File: src/rtl/cpu_pkg.sv
// Shared types and encodings for the data-processing instruction sequencer.
package cpu_pkg;

   typedef enum logic [2:0] {
      S_IDLE,
      S_DECODE,
      S_LOAD_A,
      S_LOAD_B,
      S_EXEC,
      S_WB
   } state_t;

   typedef enum logic [2:0] {
      ALU_ADD,
      ALU_SUB,
      ALU_AND,
      ALU_ORR,
      ALU_EOR,
      ALU_MOV,
      ALU_MVN
   } alu_op_t;

   localparam logic [3:0] OP_AND = 4'h0;
   localparam logic [3:0] OP_EOR = 4'h1;
   localparam logic [3:0] OP_SUB = 4'h2;
   localparam logic [3:0] OP_ADD = 4'h4;
   localparam logic [3:0] OP_CMP = 4'hA;
   localparam logic [3:0] OP_ORR = 4'hC;
   localparam logic [3:0] OP_MOV = 4'hD;
   localparam logic [3:0] OP_MVN = 4'hF;

   localparam logic [3:0] EQ = 4'h0;
   localparam logic [3:0] NE = 4'h1;
   localparam logic [3:0] CS = 4'h2;
   localparam logic [3:0] CC = 4'h3;
   localparam logic [3:0] MI = 4'h4;
   localparam logic [3:0] PL = 4'h5;
   localparam logic [3:0] VS = 4'h6;
   localparam logic [3:0] VC = 4'h7;
   localparam logic [3:0] HI = 4'h8;
   localparam logic [3:0] LS = 4'h9;
   localparam logic [3:0] GE = 4'hA;
   localparam logic [3:0] LT = 4'hB;
   localparam logic [3:0] GT = 4'hC;
   localparam logic [3:0] LE = 4'hD;
   localparam logic [3:0] AL = 4'hE;
   localparam logic [3:0] NV = 4'hF;

   function automatic logic op_supported(input logic [3:0] op);
      case (op)
         OP_AND, OP_EOR, OP_SUB, OP_ADD,
         OP_CMP, OP_ORR, OP_MOV, OP_MVN: op_supported = 1'b1;
         default:                        op_supported = 1'b0;
      endcase
   endfunction

   // CMP is a flag-only subtract.
   function automatic alu_op_t op_to_alu(input logic [3:0] op);
      case (op)
         OP_AND:  op_to_alu = ALU_AND;
         OP_EOR:  op_to_alu = ALU_EOR;
         OP_SUB:  op_to_alu = ALU_SUB;
         OP_ADD:  op_to_alu = ALU_ADD;
         OP_CMP:  op_to_alu = ALU_SUB;
         OP_ORR:  op_to_alu = ALU_ORR;
         OP_MOV:  op_to_alu = ALU_MOV;
         OP_MVN:  op_to_alu = ALU_MVN;
         default: op_to_alu = ALU_ADD;
      endcase
   endfunction

endpackage

File: src/rtl/instr_sequencer_if.sv
// Instruction handshake: an instruction is accepted on a rising edge where
// waiting and instr_valid are both high; instr is only sampled on that edge.
interface instr_sequencer_if #(
   parameter int DW = 32
);
   logic [DW-1:0] instr;
   logic          instr_valid;
   logic          waiting;

   modport master (output instr, output instr_valid, input  waiting);
   modport slave  (input  instr, input  instr_valid, output waiting);
endinterface

File: src/rtl/cond_eval.sv
// ARM condition-code evaluation against {N,Z,C,V}; NV never passes.
module cond_eval
   import cpu_pkg::*;
(
   input  logic [3:0] i_cond,
   input  logic [3:0] i_nzcv,
   output logic       o_pass
);

   logic w_n, w_z, w_c, w_v;
   assign {w_n, w_z, w_c, w_v} = i_nzcv;

   always_comb begin
      o_pass = 1'b0;
      case (i_cond)
         EQ: o_pass = w_z;
         NE: o_pass = !w_z;
         CS: o_pass = w_c;
         CC: o_pass = !w_c;
         MI: o_pass = w_n;
         PL: o_pass = !w_n;
         VS: o_pass = w_v;
         VC: o_pass = !w_v;
         HI: o_pass = w_c && !w_z;
         LS: o_pass = !w_c || w_z;
         GE: o_pass = (w_n == w_v);
         LT: o_pass = (w_n != w_v);
         GT: o_pass = !w_z && (w_n == w_v);
         LE: o_pass = w_z || (w_n != w_v);
         AL: o_pass = 1'b1;
         NV: o_pass = 1'b0;
         default: o_pass = 1'b0;
      endcase
   end

endmodule

File: src/rtl/instr_sequencer.sv
// Multi-cycle sequencer for ARM data-processing instructions: one datapath
// stage per cycle, Moore outputs decoded from state and the captured word.
module instr_sequencer
   import cpu_pkg::*;
#(
   parameter int REG_AW = 4,
   parameter int DW     = 32
) (
   input  logic              clk,
   input  logic              rst_n,
   instr_sequencer_if.slave  ibus,
   input  logic [3:0]        nzcv,
   output logic [REG_AW-1:0] rd_addr,
   output logic              en_A,
   output logic              en_B,
   output logic              sel_imm,
   output logic [DW-1:0]     imm32,
   output logic [2:0]        alu_op,
   output logic              en_C,
   output logic              en_status,
   output logic              w_en,
   output logic [REG_AW-1:0] w_addr,
   output logic              illegal,
   output state_t            o_dbg_state
);

   state_t        r_state;
   state_t        w_state_nxt;
   logic [DW-1:0] r_instr;
   logic          w_waiting;
   logic          w_accept;
   logic          w_pass;

   logic [3:0]    w_cond;
   logic          w_i;
   logic [3:0]    w_op;
   logic          w_s;
   logic [3:0]    w_rn;
   logic [3:0]    w_rd;
   logic [3:0]    w_rm;
   logic          w_is_cmp;
   logic [31:0]   w_imm_ext;
   logic [4:0]    w_rot;
   logic          w_unused;

   assign w_cond   = r_instr[31:28];
   assign w_i      = r_instr[25];
   assign w_op     = r_instr[24:21];
   assign w_s      = r_instr[20];
   assign w_rn     = r_instr[19:16];
   assign w_rd     = r_instr[15:12];
   assign w_rm     = r_instr[3:0];
   assign w_is_cmp = (w_op == OP_CMP);
   assign w_unused = ^r_instr[27:26];

   // Rotate right by 2*rot; a left shift by 32 yields zero, covering rot=0.
   assign w_imm_ext = {24'd0, r_instr[7:0]};
   assign w_rot     = {r_instr[11:8], 1'b0};
   assign imm32     = (w_imm_ext >> w_rot) | (w_imm_ext << (6'd32 - {1'b0, w_rot}));

   assign w_accept     = w_waiting && ibus.instr_valid;
   assign ibus.waiting = w_waiting;
   assign o_dbg_state  = r_state;

   cond_eval u_cond_eval (
      .i_cond (w_cond),
      .i_nzcv (nzcv),
      .o_pass (w_pass)
   );

   always_ff @(posedge clk) begin
      if (!rst_n) begin
         r_state <= S_IDLE;
         r_instr <= '0;
      end else begin
         r_state <= w_state_nxt;
         if (w_accept) begin
            r_instr <= ibus.instr;
         end
      end
   end

   always_comb begin
      w_state_nxt = r_state;
      w_waiting   = 1'b0;
      rd_addr     = '0;
      en_A        = 1'b0;
      en_B        = 1'b0;
      sel_imm     = 1'b0;
      alu_op      = ALU_ADD;
      en_C        = 1'b0;
      en_status   = 1'b0;
      w_en        = 1'b0;
      w_addr      = '0;
      illegal     = 1'b0;

      case (r_state)
         S_IDLE: begin
            w_waiting = 1'b1;
            if (ibus.instr_valid) begin
               w_state_nxt = S_DECODE;
            end
         end
         S_DECODE: begin
            if (!w_pass) begin
               w_state_nxt = S_IDLE;
            end else if (!op_supported(w_op)) begin
               illegal     = 1'b1;
               w_state_nxt = S_IDLE;
            end else begin
               w_state_nxt = S_LOAD_A;
            end
         end
         S_LOAD_A: begin
            rd_addr     = REG_AW'(w_rn);
            en_A        = 1'b1;
            w_state_nxt = S_LOAD_B;
         end
         S_LOAD_B: begin
            rd_addr     = REG_AW'(w_rm);
            en_B        = 1'b1;
            sel_imm     = w_i;
            w_state_nxt = S_EXEC;
         end
         S_EXEC: begin
            alu_op      = op_to_alu(w_op);
            en_C        = 1'b1;
            en_status   = w_s || w_is_cmp;
            w_state_nxt = S_WB;
         end
         S_WB: begin
            if (!w_is_cmp) begin
               w_en   = 1'b1;
               w_addr = REG_AW'(w_rd);
            end
            w_state_nxt = S_IDLE;
         end
         default: w_state_nxt = S_IDLE;
      endcase
   end

endmodule

File: src/flat_wrapper.sv
// flat-port wrapper written by rule: the top's interface ports become plain ports
module instr_sequencer_flat import cpu_pkg::*;
#(
   parameter int REG_AW = 4,
   parameter int DW     = 32
)
  (clk, rst_n, nzcv, rd_addr, en_A, en_B, sel_imm, imm32, alu_op, en_C, en_status, w_en, w_addr, illegal, o_dbg_state, ibus_instr, ibus_instr_valid, ibus_waiting);
  instr_sequencer_if #(.DW(DW)) ibus_i ();
  input  logic clk;
  input  logic rst_n;
  input  logic [3:0] nzcv;
  output logic [REG_AW-1:0] rd_addr;
  output logic en_A;
  output logic en_B;
  output logic sel_imm;
  output logic [DW-1:0] imm32;
  output logic [2:0] alu_op;
  output logic en_C;
  output logic en_status;
  output logic w_en;
  output logic [REG_AW-1:0] w_addr;
  output logic illegal;
  output state_t o_dbg_state;
  input wire logic [$bits(ibus_i.instr)-1:0] ibus_instr;
  input wire logic [$bits(ibus_i.instr_valid)-1:0] ibus_instr_valid;
  output wire logic [$bits(ibus_i.waiting)-1:0] ibus_waiting;
  assign ibus_i.instr = ibus_instr;
  assign ibus_i.instr_valid = ibus_instr_valid;
  assign ibus_waiting = ibus_i.waiting;
  instr_sequencer #(.REG_AW(REG_AW), .DW(DW)) u_core (.clk(clk), .rst_n(rst_n), .ibus(ibus_i), .nzcv(nzcv), .rd_addr(rd_addr), .en_A(en_A), .en_B(en_B), .sel_imm(sel_imm), .imm32(imm32), .alu_op(alu_op), .en_C(en_C), .en_status(en_status), .w_en(w_en), .w_addr(w_addr), .illegal(illegal), .o_dbg_state(o_dbg_state));
endmodule
File: config.mk
export PLATFORM = sky130hd
export DESIGN_NAME = instr_sequencer_flat
export DESIGN_NICKNAME = d
export VERILOG_FILES = /design/src/rtl/cpu_pkg.sv /design/src/rtl/instr_sequencer_if.sv /design/src/rtl/cond_eval.sv /design/src/rtl/instr_sequencer.sv /design/src/flat_wrapper.sv
export SDC_FILE = /design/constraint.sdc
export NUM_CORES = 1
export LEC_CHECK = 0
export CAP_MARGIN = 10
export CORE_MARGIN = 1
export CORE_UTILIZATION = 45
export CTS_CLUSTER_DIAMETER = 200
export DETAILED_ROUTE_END_ITERATION = 16
export PLACE_DENSITY = 0.8
export SYNTH_ARGS = -nofsm -noshare
export SYNTH_HDL_FRONTEND = slang
export SYNTH_SLANG_ARGS = --single-unit
File: constraint.sdc
create_clock -name clk -period 7.2 [get_ports clk]
set_input_delay 2.16 -clock clk [delete_from_list [all_inputs] [get_ports clk]]
set_output_delay 2.16 -clock clk [all_outputs]
set_load 0.01 [all_outputs]
# Yosys cells after proc, flatten, opt, wreduce, memory -nomap -nowiden

Memory sizes are Yosys's and may differ from the RTL's. A register that Yosys moved wholly into a read port is not among the register bits.
Index checks and enable logic that the tools add are counted.
W data, S select, Z words.

Register bits: 35
ROM bits: 64
Input bits: 39
Output and inout bits: 54
Memories kept: 2

$add $sub $neg: 1
Equality and inequality tests: 24
Shift-type cells: 2
Multiplexer cells: 26
Bitwise operators: 1
Reductions and logical operators: 12

Memory list:

| memory           | depth | bits a word | read ports | clocked after memory_dff | wr ports | RTL line      | text |
|---|---|---|---|---|---|---|---|
| (name not given) | 16    | 3           | 1          | 1                        | 0        | cpu_pkg.sv:59 | `case (op)` |
| (name not given) | 16    | 1           | 1          | 1                        | 0        | cpu_pkg.sv:50 | `case (op)` |

Operator list:

| kind                  | number |
|---|---|
| $eq A4 B4 Y1 const B  | 9 |
| $or A32 B32 Y32       | 1 |
| $shl A8 B6 Y32        | 1 |
| $shr A8 B5 Y32        | 1 |
| $mux W4               | 6 |
| $eq A4 B3 Y1 const B  | 4 |
| $pmux W1 S16          | 1 |
| $pmux W3 S5           | 1 |
| $mux W1               | 13 |
| $mux W3               | 3 |
| $eq A4 B2 Y1 const B  | 2 |
| $pmux W4 S2           | 1 |
| $eq A3 B2 Y1 const B  | 2 |
| $eq A3 B3 Y1 const B  | 2 |
| $sub A6 B5 Y6 const A | 1 |
| $eq A4 B1 Y1 const B  | 1 |
| $logic_not A1 Y1      | 4 |
| $logic_not A4 Y1      | 1 |
| $eq A3 B1 Y1 const B  | 1 |
| $logic_and A1 B1 Y1   | 3 |
| $logic_not A3 Y1      | 1 |
| $logic_or A1 B1 Y1    | 3 |
| $mux W2               | 1 |
| $ne A2 B2 Y1 const B  | 1 |
| 2 further kinds       | 2 |

# Logic depth before layout (Yosys ltp)

Depth after elaboration: 8
Gate-level depth with buffers: 9
Gate-level depth less buffers: 8

# Cells and area by module

A second synthesis with hierarchy kept.

Cells, all modules: 346
Area total of the unflattened synthesis: 2479.9 sq um

Modules (own cells, without submodules):

| module          | instances | cells each | area an instance (sq um) |
|---|---|---|---|
| instr_sequencer | 1         | 323        | 2324.7 |
| cond_eval       | 1         | 23         | 155.1 |

# Worst setup path after synthesis

No wires, ideal clock.

Path type: in2out
Start point: in nzcv[0]
End point: out illegal
Data arrival time: 3.272 ns
Required time: 5.040 ns
Path slack: 1.768 ns
Cell stages on the path: 5
Path buffers: 0
Cells stage by stage: xnor2_1 -> mux2_4 -> a2111oi_4 -> a311oi_1 -> nor3_1

Cells in the longest elaborated chain, start to end: 5
Elaborated cells on any way between the ends: 8

Ends and longest elaborated chain:

| item                                                             | RTL line                         | text |
|---|---|---|
| start, declared                                                  | flat_wrapper.sv:11               | `input logic [3:0] nzcv;` |
| $ne A1 B1 Y1 / $eq A1 B1 Y1 (equally long branches)              | n/a                              |  |
| $logic_or A1 B1 Y1 / $logic_and A1 B1 Y1 (equally long branches) | cond_eval.sv:29, cond_eval.sv:28 |  |
| $pmux W1 S16 *                                                   | cond_eval.sv:15                  | `case (i_cond)` |
| $mux W1 *                                                        | instr_sequencer.sv:105           | `if (!w_pass) begin` |
| $mux W1 *                                                        | instr_sequencer.sv:97            | `case (r_state)` |
| end, declared                                                    | flat_wrapper.sv:22               | `output logic illegal;` |

Mark *: on every way between the ends. The rest lies on a longest branch, timed or not.

# Worst setup path in the final report

Start point: in nzcv[3]
End point: out illegal

The elaborated chain is that of the path after synthesis.

==> flow_summary.rst <==
.. list-table::
   :header-rows: 1

   * - Metric
     - Value
   * - Top-count cell post-synth
     - sky130_fd_sc_hd__nand2_1
   * - Clock power frac
     - 0.252
   * - Area share of the largest cell type after synthesis
     - 0.2848
   * - Number of synthesized flops with an enable pin
     - 0
   * - Main combinational cell family by area after synthesis
     - simple AND/OR/NAND/NOR gates
   * - Setup bufs post-CTS
     - 0
   * - Total internal power
     - 0.3800 mW
   * - Post-synth top flop
     - sky130_fd_sc_hd__dfxtp_1
   * - Number of global-route vias before repair
     - 2,664
   * - Pre-antenna DRT Iters
     - 4
   * - First-iteration detailed-routing DRC count
     - 170
   * - Max-cap violations
     - 0
   * - Max incr delay on CP
     - 0.58 ns
   * - Count of final setup violators
     - 0
   * - Transition time at the pin with the least slew margin
     - a little over 0.9 ns
   * - Vertical die dimension
     - a little under 80 um
   * - Clock input transition at the sequential cells of the worst setup and hold paths
     - 0.08 ns
   * - Worst vdd rail ir drop
     - 0.0001060 V
   * - Compound-cell area share of the yosys netlist
     - 0.2160
   * - Proportion of power drawn by combinational gates
     - 0.319
   * - Global placer's final weighted congestion
     - 0.8342
   * - Final total negative setup slack
     - 0 ns
   * - Max Fanout on Critical Path
     - 5
   * - Cell occurring most often along the worst timing path
     - sky130_fd_sc_hd__clkdlybuf4s50_1
   * - Post-Syn Area
     - 2601 um2
   * - Total routing usage reported by global routing
     - 0.2396
   * - Core ar.
     - 5540 um2
   * - Final worst setup slack
     - 0.6489 ns
   * - Count of distinct cell types in the synthesized netlist
     - 53
   * - Upper clock frequency limit
     - 152.6 MHz
   * - Clock Tree Root
     - sky130_fd_sc_hd__clkbuf_8
   * - Worst hold path type
     - register to register
   * - Routed via count
     - 2,797
   * - Count of mapped cells out of synthesis
     - 366
   * - Adder-cell share of the synthesized area
     - 0.02886
   * - Number of placement rows
     - 27
   * - Antenna violations before repair
     - 0
   * - Most area-consuming cells after synthesis
     - sky130_fd_sc_hd__dfxtp_1, sky130_fd_sc_hd__nand2_1, sky130_fd_sc_hd__a21oi_1, sky130_fd_sc_hd__nor2_1, sky130_fd_sc_hd__mux2i_1
   * - Number of H-tree levels
     - 2
   * - Crit start category
     - input port
   * - Wire per inst
     - 13.92 um
   * - Sequential share of power
     - 0.429
   * - List of most frequent post-synthesis cells
     - sky130_fd_sc_hd__nand2_1, sky130_fd_sc_hd__nor2_1, sky130_fd_sc_hd__a21oi_1, sky130_fd_sc_hd__dfxtp_1, sky130_fd_sc_hd__clkbuf_1
   * - Initial Util
     - 0.4695
   * - CP cell instances
     - clkdlybuf4s50_1 > xnor2_1 > mux2_4 > a2111oi_4 > a311oi_1 > nor3_1 > clkdlybuf4s50_1
   * - Buffers & Inverters on Critical Path
     - 2
   * - Xor and xnor fraction of the mapped netlist area
     - 0.01347
   * - Die Area
     - 6089 um2
   * - Post-cts sizing count
     - 0
   * - Clock tree from TritonCTS
     - done
   * - Fill count
     - 524
   * - Clock Sinks
     - 37
   * - Vias per inst
     - 5.463
   * - Dpl hpwl
     - about 5.2 mm
   * - Overall die width
     - 78.03 um
   * - Critical path data required time
     - 5.04 ns
   * - Time the final worst path needs with I/O delays and setup
     - ~6.6 ns
   * - Pwr per Cell Area
     - roughly 160 nW/um2
   * - Synthesized area per cell
     - 7.107 um2
   * - Post-synthesis async set-or-reset flop share
     - 0
   * - Slew Limit Fails
     - 0
   * - Share of synthesized cell area in and, or, nand and nor gates
     - 0.3021
   * - Net switching power figure
     - 0.2021 mW
   * - Switching Fraction
     - 0.3472
   * - Port Buf Inserts
     - 90
   * - ANT cells
     - 0
   * - CTS buffer count
     - 5
   * - Pin count of the biggest net entering global routing
     - 30
   * - LEAKAGE
     - 1.277 nW
   * - Data arrival, critical path
     - approximately 4.4 ns
   * - Number of primary I/O pins
     - 93
   * - Period utilisation layout
     - 0.9099
   * - Number of hold-slack violations in the final timing report
     - 0
   * - Library cell with the largest summed area after synthesis
     - sky130_fd_sc_hd__dfxtp_1
   * - Syn. warnings
     - 0
   * - Worst slew margin relative to its limit
     - 0.3868
   * - Category of the worst setup path capture point
     - output pin
   * - Wire length of the first global-routing pass
     - 11.92 mm
   * - Final Skew
     - 0.006620 ns
   * - Unrepaired setup endpoints after global routing
     - false
   * - Sequential element share of the synthesized area
     - 0.2848
   * - CTS hold repair buffers
     - 0
   * - Worst setup path class
     - input port to output pin
   * - Clock Path Buffers
     - 2
   * - Number of DRC violations after detailed routing
     - 0
   * - Mapped Nets
     - between 400 and 500
   * - Residual antenna-violating net count after detailed routing
     - 0
   * - Total number of nets in the final design
     - 484
   * - Flip-flop and latch count after synthesis
     - 37
   * - Layout cells sized above 1
     - 0.05455
   * - Wire length after detailed routing
     - 7.125 mm
   * - Status
     - finished clean
   * - Multiplexer share of the synthesized area
     - 0.09476
   * - Slowest stage cell on the critical path
     - sky130_fd_sc_hd__clkdlybuf4s50_1
   * - Clk Latency, worst-skew pair
     - 0.29 ns
   * - Area overhead of the layout relative to synthesis
     - 37.85%
   * - Overflow after GRT
     - 0
   * - DP Worst Slack
     - 0.6890 ns
   * - Family with the most delay on the worst path
     - buffers and inverters
[stage by stage]
step / utilization / total power, mW / instance area, um2 / hold slack [ns] / std cells
floorplan: - / 0.3668 / 2601 / 0.4317 / 366
global placement: 0.6310 / 0.4330 / 3496 / 0.4398 / 504
detailed placement: 0.6310 / 0.4387 / 3496 / 0.4465 / 504
CTS: 0.6472 / 0.5861 / 3586 / 0.4581 / 512
global route: 0.6472 / 0.6210 / 3586 / 0.4812 / 512
finish: 0.6472 / 0.5821 / 3586 / 0.4554 / 512
[kinds of logic after synthesis]
family	after synthesis
AO/OA/AOI/OAI	89
XOR/XNOR	4
adder cells (fa/ha/maj)	6
buffers and inverters	38
flip-flops	37
multiplexers	22
AND/OR/NAND/NOR	170
[placed cells by master (no fill, tap or decap), types with 2 or more instances in the layout]
cell type and instances:
sky130_fd_sc_hd__and3_1 2, sky130_fd_sc_hd__or2_2 3, sky130_fd_sc_hd__o21a_1 2, sky130_fd_sc_hd__o32ai_1 3, sky130_fd_sc_hd__o22ai_1 8, sky130_fd_sc_hd__nand2_1 80
sky130_fd_sc_hd__nor4bb_1 2, sky130_fd_sc_hd__o31ai_1 4, sky130_fd_sc_hd__nand2b_1 4, sky130_fd_sc_hd__nor2b_1 6, sky130_fd_sc_hd__clkbuf_8 5, sky130_fd_sc_hd__and2_1 8
sky130_fd_sc_hd__nor3_1 8, sky130_fd_sc_hd__dfxtp_1 37, sky130_fd_sc_hd__nor2_1 42, sky130_fd_sc_hd__a211oi_1 2, sky130_fd_sc_hd__mux2i_1 13, sky130_fd_sc_hd__buf_4 2
sky130_fd_sc_hd__o2bb2ai_1 3, sky130_fd_sc_hd__o21ai_0 13, sky130_fd_sc_hd__nor3b_1 2, sky130_fd_sc_hd__clkdlybuf4s50_1 90, sky130_fd_sc_hd__inv_1 12, sky130_fd_sc_hd__or4_1 2
sky130_fd_sc_hd__a21oi_1 38, sky130_fd_sc_hd__a22oi_1 2, sky130_fd_sc_hd__xnor2_1 3, sky130_fd_sc_hd__ha_1 6, sky130_fd_sc_hd__o211ai_1 2, sky130_fd_sc_hd__mux2_2 6
sky130_fd_sc_hd__a31oi_1 4, sky130_fd_sc_hd__nand3_1 3
[final timing paths]
check / from / to / slack [ns] / depth (start not counted)
worst max-delay path: nzcv[3] / illegal / 0.65 / 7
worst min-delay path: u_core.r_instr[15] / u_core.r_instr[15] / 0.46 / 2
worst min register to register: u_core.r_instr[15] / u_core.r_instr[15] / 0.46 / 2
worst max register to register: u_core.o_dbg_state[0] / register / 4.22 / 8
[worst min-delay path, stage by stage, from the launching register on]
cell and delay, ns:
sky130_fd_sc_hd__dfxtp_1 0.31, sky130_fd_sc_hd__nand2_1 0.05, sky130_fd_sc_hd__a21oi_1 0.05
[layer usage]
layer | GRT usage | vias up | share of wire | wire [um]
met2 | 0.4257 | 86 | 0.50 | 3544
met3 | 0.04651 | 4 | 0.061 | 433
met5 | 0 | - | 0 | 0
met1 | 0.2962 | 1297 | 0.44 | 3116
li1 | - | 1410 | - | -
met4 | 0.06111 | 0 | 0.0041 | 29
[layout make-up]
cell class | instances | area (um2) | share of cell area
Inverter | 12 | 45.04 | 0.01256
Sequential cell | 37 | 740.7 | 0.2066
Tap cell | 72 | 90.09 | 0.02512
Multi-Input combinational cell | 291 | 1704 | 0.4752
Clock inverter | 3 | 21.27 | 0.005932
Clock buffer | 5 | 68.82 | 0.01919
Timing Repair Buffer | 92 | 915.9 | 0.2554
[power groups by stage]
stage	logic, mW	clock network (mW)	registers [mW]
2_1_floorplan	0.131	0	0.236
3_3_place_gp	0.180	0	0.253
3_5_place_dp	0.185	0	0.254
4_1_cts	0.186	0.151	0.249
5_1_grt	0.206	0.162	0.253
6_report	0.185	0.147	0.250
No activity file was read; power rests on OpenSTA's default activity.
